[config.mk]
export PLATFORM = sky130hd
export DESIGN_NAME = uartmodule_rx
export DESIGN_NICKNAME = d
export VERILOG_FILES = /design/src/rtl/uartmodule_rx.sv
export SDC_FILE = /design/constraint.sdc
export NUM_CORES = 1
export LEC_CHECK = 0
export BUFFER_PORTS_ARGS = -buffer_cell sky130_fd_sc_hd__buf_2
export CAP_MARGIN = 25
export CORE_UTILIZATION = 30
export DETAILED_ROUTE_END_ITERATION = 6
export PLACE_DENSITY = 0.46
export SLEW_MARGIN = 5
export SYNTH_ARGS = -nofsm -noshare
export SYNTH_HDL_FRONTEND = slang
export SYNTH_SLANG_ARGS = --single-unit
[constraint.sdc]
create_clock -name clk_50 -period 4.05 [get_ports clk_50]
set_input_delay 0.2025 -clock clk_50 [delete_from_list [all_inputs] [get_ports clk_50]]
set_output_delay 0.2025 -clock clk_50 [all_outputs]
set_load 0.02 [all_outputs]
[src/rtl/uartmodule_rx.sv]
// 8N1 serial receiver on a 16x-oversampled baud enable; mid-bit sampling, framing-error and break recovery.
// Optional build macro UART_RX_MAJORITY_EN: 2-of-3 majority vote over the last three ticks for decision samples.
module uartmodule_rx #(
   parameter int OVERSAMPLE = 16
) (
   input  logic       clk_50,
   input  logic       rst_n,
   input  logic       baud_x16,
   input  logic       rx_serial,
   output logic [7:0] rx_data,
   output logic       rx_valid,
   output logic       rx_frame_err,
   output logic       rx_busy
);

   localparam int TW = $clog2(OVERSAMPLE);
   localparam logic [TW-1:0] T_HALF = TW'(OVERSAMPLE / 2 - 1);
   localparam logic [TW-1:0] T_FULL = TW'(OVERSAMPLE - 1);

   typedef enum logic [2:0] {IDLE, START, DATA, STOP, BRK} state_t;

   state_t        state, state_nx;
   logic [TW-1:0] tcnt, tcnt_nx;
   logic [2:0]    bidx, bidx_nx;
   logic [7:0]    sh, sh_nx;
   logic [7:0]    data_nx;
   logic          valid_nx, ferr_nx;
   logic          sync1, rx_s;
   logic          samp;

`ifdef UART_RX_MAJORITY_EN
   // Two previous tick samples of rx_s; together with the current one they vote.
   logic [1:0] hist;

   always_ff @(posedge clk_50) begin
      if (!rst_n) begin
         hist <= 2'b11;
      end else if (baud_x16) begin
         hist <= {hist[0], rx_s};
      end
   end

   assign samp = (rx_s & hist[0]) | (rx_s & hist[1]) | (hist[0] & hist[1]);
`else
   assign samp = rx_s;
`endif

   assign rx_busy = (state != IDLE);

   always_ff @(posedge clk_50) begin
      if (!rst_n) begin
         sync1        <= 1'b1;
         rx_s         <= 1'b1;
         state        <= IDLE;
         tcnt         <= '0;
         bidx         <= '0;
         sh           <= '0;
         rx_data      <= '0;
         rx_valid     <= 1'b0;
         rx_frame_err <= 1'b0;
      end else begin
         sync1        <= rx_serial;
         rx_s         <= sync1;
         state        <= state_nx;
         tcnt         <= tcnt_nx;
         bidx         <= bidx_nx;
         sh           <= sh_nx;
         rx_data      <= data_nx;
         rx_valid     <= valid_nx;
         rx_frame_err <= ferr_nx;
      end
   end

   always_comb begin
      state_nx = state;
      tcnt_nx  = tcnt;
      bidx_nx  = bidx;
      sh_nx    = sh;
      data_nx  = rx_data;
      valid_nx = 1'b0;
      ferr_nx  = 1'b0;
      if (baud_x16) begin
         case (state)
            IDLE: begin
               if (!rx_s) begin
                  state_nx = START;
                  tcnt_nx  = '0;
               end
            end
            START: begin
               // Half a bit in: a line that has gone high again was only a glitch.
               if (tcnt == T_HALF) begin
                  tcnt_nx  = '0;
                  bidx_nx  = '0;
                  state_nx = samp ? IDLE : DATA;
               end else begin
                  tcnt_nx = tcnt + 1'b1;
               end
            end
            DATA: begin
               if (tcnt == T_FULL) begin
                  tcnt_nx       = '0;
                  sh_nx[bidx]   = samp;
                  if (bidx == 3'd7) begin
                     state_nx = STOP;
                  end else begin
                     bidx_nx = bidx + 3'd1;
                  end
               end else begin
                  tcnt_nx = tcnt + 1'b1;
               end
            end
            STOP: begin
               if (tcnt == T_FULL) begin
                  tcnt_nx = '0;
                  if (samp) begin
                     data_nx  = sh;
                     valid_nx = 1'b1;
                     state_nx = IDLE;
                  end else begin
                     ferr_nx  = 1'b1;
                     state_nx = BRK;
                  end
               end else begin
                  tcnt_nx = tcnt + 1'b1;
               end
            end
            BRK: begin
               // Stay here while the line is held low so a break reports only once.
               if (rx_s) begin
                  state_nx = IDLE;
               end
            end
            default: state_nx = IDLE;
         endcase
      end
   end

endmodule

-- Yosys cells after proc, flatten, opt, wreduce, memory -nomap -nowiden
Cells that the tools add are included.
- input bits: 4
- logic and storage cells: 61
- register bits: 30
- output and inout port bits: 11
- $lt $le $gt $ge: 2
- muxes and demuxes: 22
- add/subtract/negate cells: 2
- reduce and logical (&&, ||, !) cells: 12
- equal/unequal tests: 14
- operators by type and width (cell ; count):
    2-to-1 mux 3 bit ; 10
    case mux 3 bit (5 select lines) ; 1
    inequality test 2 bit, second input constant ; 7
    2-to-1 mux 4 bit ; 3
    case mux 4 bit (3 select lines) ; 1
    bitwise mux 8 bit ; 1
    AND reduction 4 bit ; 2
    AND reduction 7 bit ; 1
    == test 3 x 2 -> 1 bit, second input constant ; 2
    == test 3 bit, second input constant ; 2
    case mux 3 bit (2 select lines) ; 1
    AND reduction 3 bit ; 2
    nonzero test 3 bit ; 2
    AND reduction 5 bit ; 1
    adder 4 x 1 -> 4 bit, second input constant ; 1
    == test 4 x 3 -> 1 bit, second input constant ; 1
    == test 4 bit, second input constant ; 1
    < comparator 3 x 4 -> 1 bit, second input constant ; 1
    adder 3 x 1 -> 3 bit, second input constant ; 1
    demux 1 bit (select 3 bit) ; 1
    == test 3 x 1 -> 1 bit, second input constant ; 1
    >= comparator 3 x 1 -> 1 bit, second input constant ; 1
    zero test 3 bit ; 1
    2-to-1 mux 1 bit ; 3
    4 further kinds ; 4

-- Longest topological paths before layout
- depth in word-level cells: 5
- depth in mapped cells: 6
- gate-level depth less buffers: 6

-- Worst setup path before layout
Ideal clock, no wire load.
- path kind: register -> register
- from: register tcnt[0]
- to: register rx_data[0]
- required time: 3.922 ns
- clock period less this slack: 1.738 ns
- setup time: 0.128 ns
- setup slack: 2.312 ns
- path buffers: 0
- arrival time: 1.610 ns
- stages on the path, launching flop included: 6
- cells stage by stage: dfxtp_1 ha_1 nand3_4 nor4_4 mux2i_1 nor2_1
- longest elaborated chain between the ends: 2
- RTL lines (what ; line ; RTL):
    start: declaration ; 23 ; logic [TW-1:0] tcnt, tcnt_nx;
    start signal: assignment ; 65 ; tcnt <= tcnt_nx;
    == test 4 bit ; 114 ; if (tcnt == T_FULL) begin
    AND reduction 4 bit (no source line) ; n/a ;
    end signal: assignment ; 68 ; rx_data <= data_nx;
    end: declaration ; 10 ; output logic [7:0] rx_data,
No other way between the ends.
A chain may end at the register's enable or synchronous reset.

-- Final worst setup path
- from: register state[1]
- to: register sh[0]
- longest elaborated chain between the ends: 2
- RTL lines (what ; line ; RTL):
    start: declaration ; 22 ; state_t state, state_nx;
    start signal: assignment ; 64 ; state <= state_nx;
    == test 3 x 2 -> 1 bit ; 83 ; case (state)
    AND reduction 3 bit (no source line) ; n/a ;
    end signal: assignment ; 67 ; sh <= sh_nx;
    end: declaration ; 25 ; logic [7:0] sh, sh_nx;
No other way between the ends.

==> impl.org <==
** Power
- Standby leakage power :: approximately 0.55 nW
- Peak supply drop :: 0.147 mV
- Pwr/cell area :: between 300 and 400 nW/um2

** Global route
- Number of global-route vias before repair :: around 1,100
- Overall track demand over capacity in global routing :: 13.4%
- The initial antenna violation count came to 0.
- GR Overflow Total :: 0
- First-pass GRT wire length :: approximately 5.2 mm
- Entering global routing, the biggest net connects 24 pins.

** Clock network
- H-Tree Level Count :: 2
- Clock latency on the worst-skew pair, taken at its later pin, is around 280 ps.
- TritonCTS built the clock tree.
- After clock tree synthesis, the flow added hold-fix buffers numbering 0.
- Buffer count from post-CTS setup fixing :: 0
- Clock-pin slew was measured on the worst setup and hold paths at roughly 70 ps.
- Clock tree sinks :: 30
- Root buffer cell :: sky130_fd_sc_hd__clkbuf_8
- The clock passes through at most 2 buffers.
- In this run, post-CTS repair resized a total of 0 instances.
- TritonCTS buffer count :: 5

** Die
- After floorplanning, the core was divided into 24 placement rows.
- In this run the vertical extent of the chip is just over 70 um.
- Initial Utilization :: between 30% and 40%
- 15 I/O pins were placed.
- Floorplan core area :: approximately 4400 um2
- The die is a little over 70 um wide.
- The floorplan step defined a die boundary enclosing 5030 um2.

** Layout
- In the final layout, the share of cells above drive strength 1 is between 15 and 20%.
- At the end of the flow, the number of nets in the layout was between 150 and 200.
- The repair_antennas step left the layout with diodes totalling 0.
- Signed area change from the synthesized netlist to the final layout :: 14.2%

** Synthesis
- Most common cell in the netlist :: sky130_fd_sc_hd__dfxtp_1
- Fraction of the yosys area taken by sequential cells :: a little over two fifths
- Post-synthesis cell area :: between 1000 and 1500 um2
- Ranked by total cell area, the synthesized netlist is headed by sky130_fd_sc_hd__dfxtp_1 (42%), sky130_fd_sc_hd__mux2i_1 (9.1%), sky130_fd_sc_hd__nand2_1 (4.0%).
- After synthesis, the netlist uses 40 different library cells.
- Most frequent cells after synthesis :: sky130_fd_sc_hd__dfxtp_1 (30), sky130_fd_sc_hd__nand2_1 (15), sky130_fd_sc_hd__nor2_1 (15)
- The biggest area contributor in the post-synthesis netlist is sky130_fd_sc_hd__dfxtp_1.
- In this run, synthesis inferred 0 flip-flops with an integrated enable.
- The most used flip-flop cell after synthesis is sky130_fd_sc_hd__dfxtp_1.
- Syn nets :: 162
- Number of synthesized register bits :: 30
- Synth top area share :: between 40% and 50%
- Averaged over all synthesized cells, the footprint is about 9.2 um2.
- Async SR Flop Fraction :: 0%
- The cell count after synthesis came out at 155.
- During synthesis, Yosys emitted a total of 0 warnings.

** STA
- Setup violations remaining at the end of the flow were counted as 0.
- Between clock sinks in the finished design, the worst skew comes to 6.00 ps.
- Final hold violation count :: 0
- The final number of max-transition violations is 0.
- The clock period could shrink to around 2200 ps.
- Worst hold slack :: about 100 ps
- At the pin with the least slew margin, the transition time is 709 ps.
- For the final routed database, the setup TNS stands at 0 ps.
- Upper clock frequency limit :: ~0.45 GHz
- RSZ-0062 raised after global routing :: no
- Worst-case headroom to the max-slew limit :: approximately 52%
- Period Utilization, post-route :: between 50% and 60%

** Route
- Ratio of routed vias to standard cells :: around 5.4
- Dividing the detail-routed wire length by the instance count gives 13.9 um.
- DR iter-0 viols :: a little over 60
- Total via count after detailed routing :: 1,194
- Post-route DRC violation count :: 0
- Routed Wire Length :: 3.06 mm
- Remaining antenna violation count :: 0
- Number of detailed-route iterations in the first pass :: 4

** Worst setup path
- In this run the worst setup path begins at state[1]$_SDFFE_PN0P_.
- Worst setup EP type :: register
- Critical path class :: register to register
- On the critical path, the stage with the largest delay is an instance of sky130_fd_sc_hd__nor3b_1.
- Critical path's top delay family :: simple AND/OR/NAND/NOR gates
- The startpoint identified for the worst register-to-register timing path is state[1]$_SDFFE_PN0P_.
- Data arrival time of the critical path :: between 2000 and 2500 ps
- Along the worst path, the maximum fanout reaches 14.
- CP bufs+invs :: 0
- The critical path goes through nor3b_1 > nand3b_1 > nor4_1 > mux2i_1.
- The worst setup path is launched from a register.
- At the worst endpoint, the required time is ~4300 ps.
- On the worst path, the slowest cell contributes a delay of a little over 600 ps.

** Worst hold path
- The startpoint identified for the worst hold timing path is rx_serial.
- Worst hold path type :: input pin to register

** Place
- Placed wire-length estimate after detailed placement :: 2.12 mm
- Routability-driven placement finished with a final weighted congestion of approximately 0.75.
- Port buffering added 14 buffers.

** Run status
- The flow ran to the end, and the final reports show no timing, DRC or antenna violations.

** Job
- Max-cap violations in this run came to 0.
## kinds of logic after synthesis
logic type | after synthesis | synth area share [%]
simple gates | 69 | 27.2
flops | 30 | 42.2
mux | 13 | 9.14
fa+ha+maj | 3 | 2.64
compound gates | 28 | 15.3
buf+inv | 12 | 3.51
## through the flow
step                cell area [um2]  instances  utilization, %  setup slack (ps)  power [W]
global route                   1630        220            36.6              1520   0.000642
finish                         1630        220            36.6              1830   0.000616
CTS                            1630        220            36.6              1830   0.000625
floorplan                      1420        155               -              2310   0.000324
detailed placement             1520        212            34.2              1870   0.000331
global placement               1520        212            34.2              1920   0.000331
## layout by cell type (no fill, tap or decap), drive strengths merged, types with 4 or more instances in the layout
cell type,count
buf,14
clkbuf,7
dfxtp,30
mux2i,13
nand2,15
nand3,9
nand3b,5
nor2,15
nor3,4
o211ai,7
o31ai,4
## where the power goes
group          internal [W]  leakage [nW]   total, W  switching, W
clock              0.000184        0.0524   0.000291      0.000108
sequential         0.000297         0.242   0.000301    0.00000428
combinational    0.00000720         0.252  0.0000233     0.0000161
## worst paths after layout
check / end / depth (start not counted) / slack (ps)
setup / recovery: sh[0]$_SDFFE_PN0P_ / 4 / 1830
hold / removal: sync1$_SDFF_PN1_ / 2 / 100
setup reg to reg: sh[0]$_SDFFE_PN0P_ / 4 / 1830
hold reg to reg: rx_s$_SDFF_PN1_ / 1 / 410
## cell type report
class	count	area, um2
Sequential cell	30	601
Inverter	3	11.3
Timing Repair Buffer	14	70.1
Tap cell	52	65.1
Fill cell	483	2820
Multi-Input combinational cell	113	773
Clock inverter	1	30.0
Clock buffer	7	76.3
## metal layers
layer  wire length [um]  vias up  part of all wire [%]  global-route usage [%]
met5                  0        -                     0                       0
met4                 44        0                   1.4                    6.00
met3                119        4                   3.9                    4.42
met2               1330       23                    43                    20.3
met1               1570      569                    51                    17.2
li1                   -      598                     -                       -
## state kept, by name, indices dropped and copies added (netlist names)
signal / cells
state: 3
rx_s: 1
sh: 8
rx_data: 8
sync1: 1
bidx: 3
tcnt: 4
rx_valid: 1
rx_frame_err: 1
Note: power is estimated with default switching activity, not from simulation.
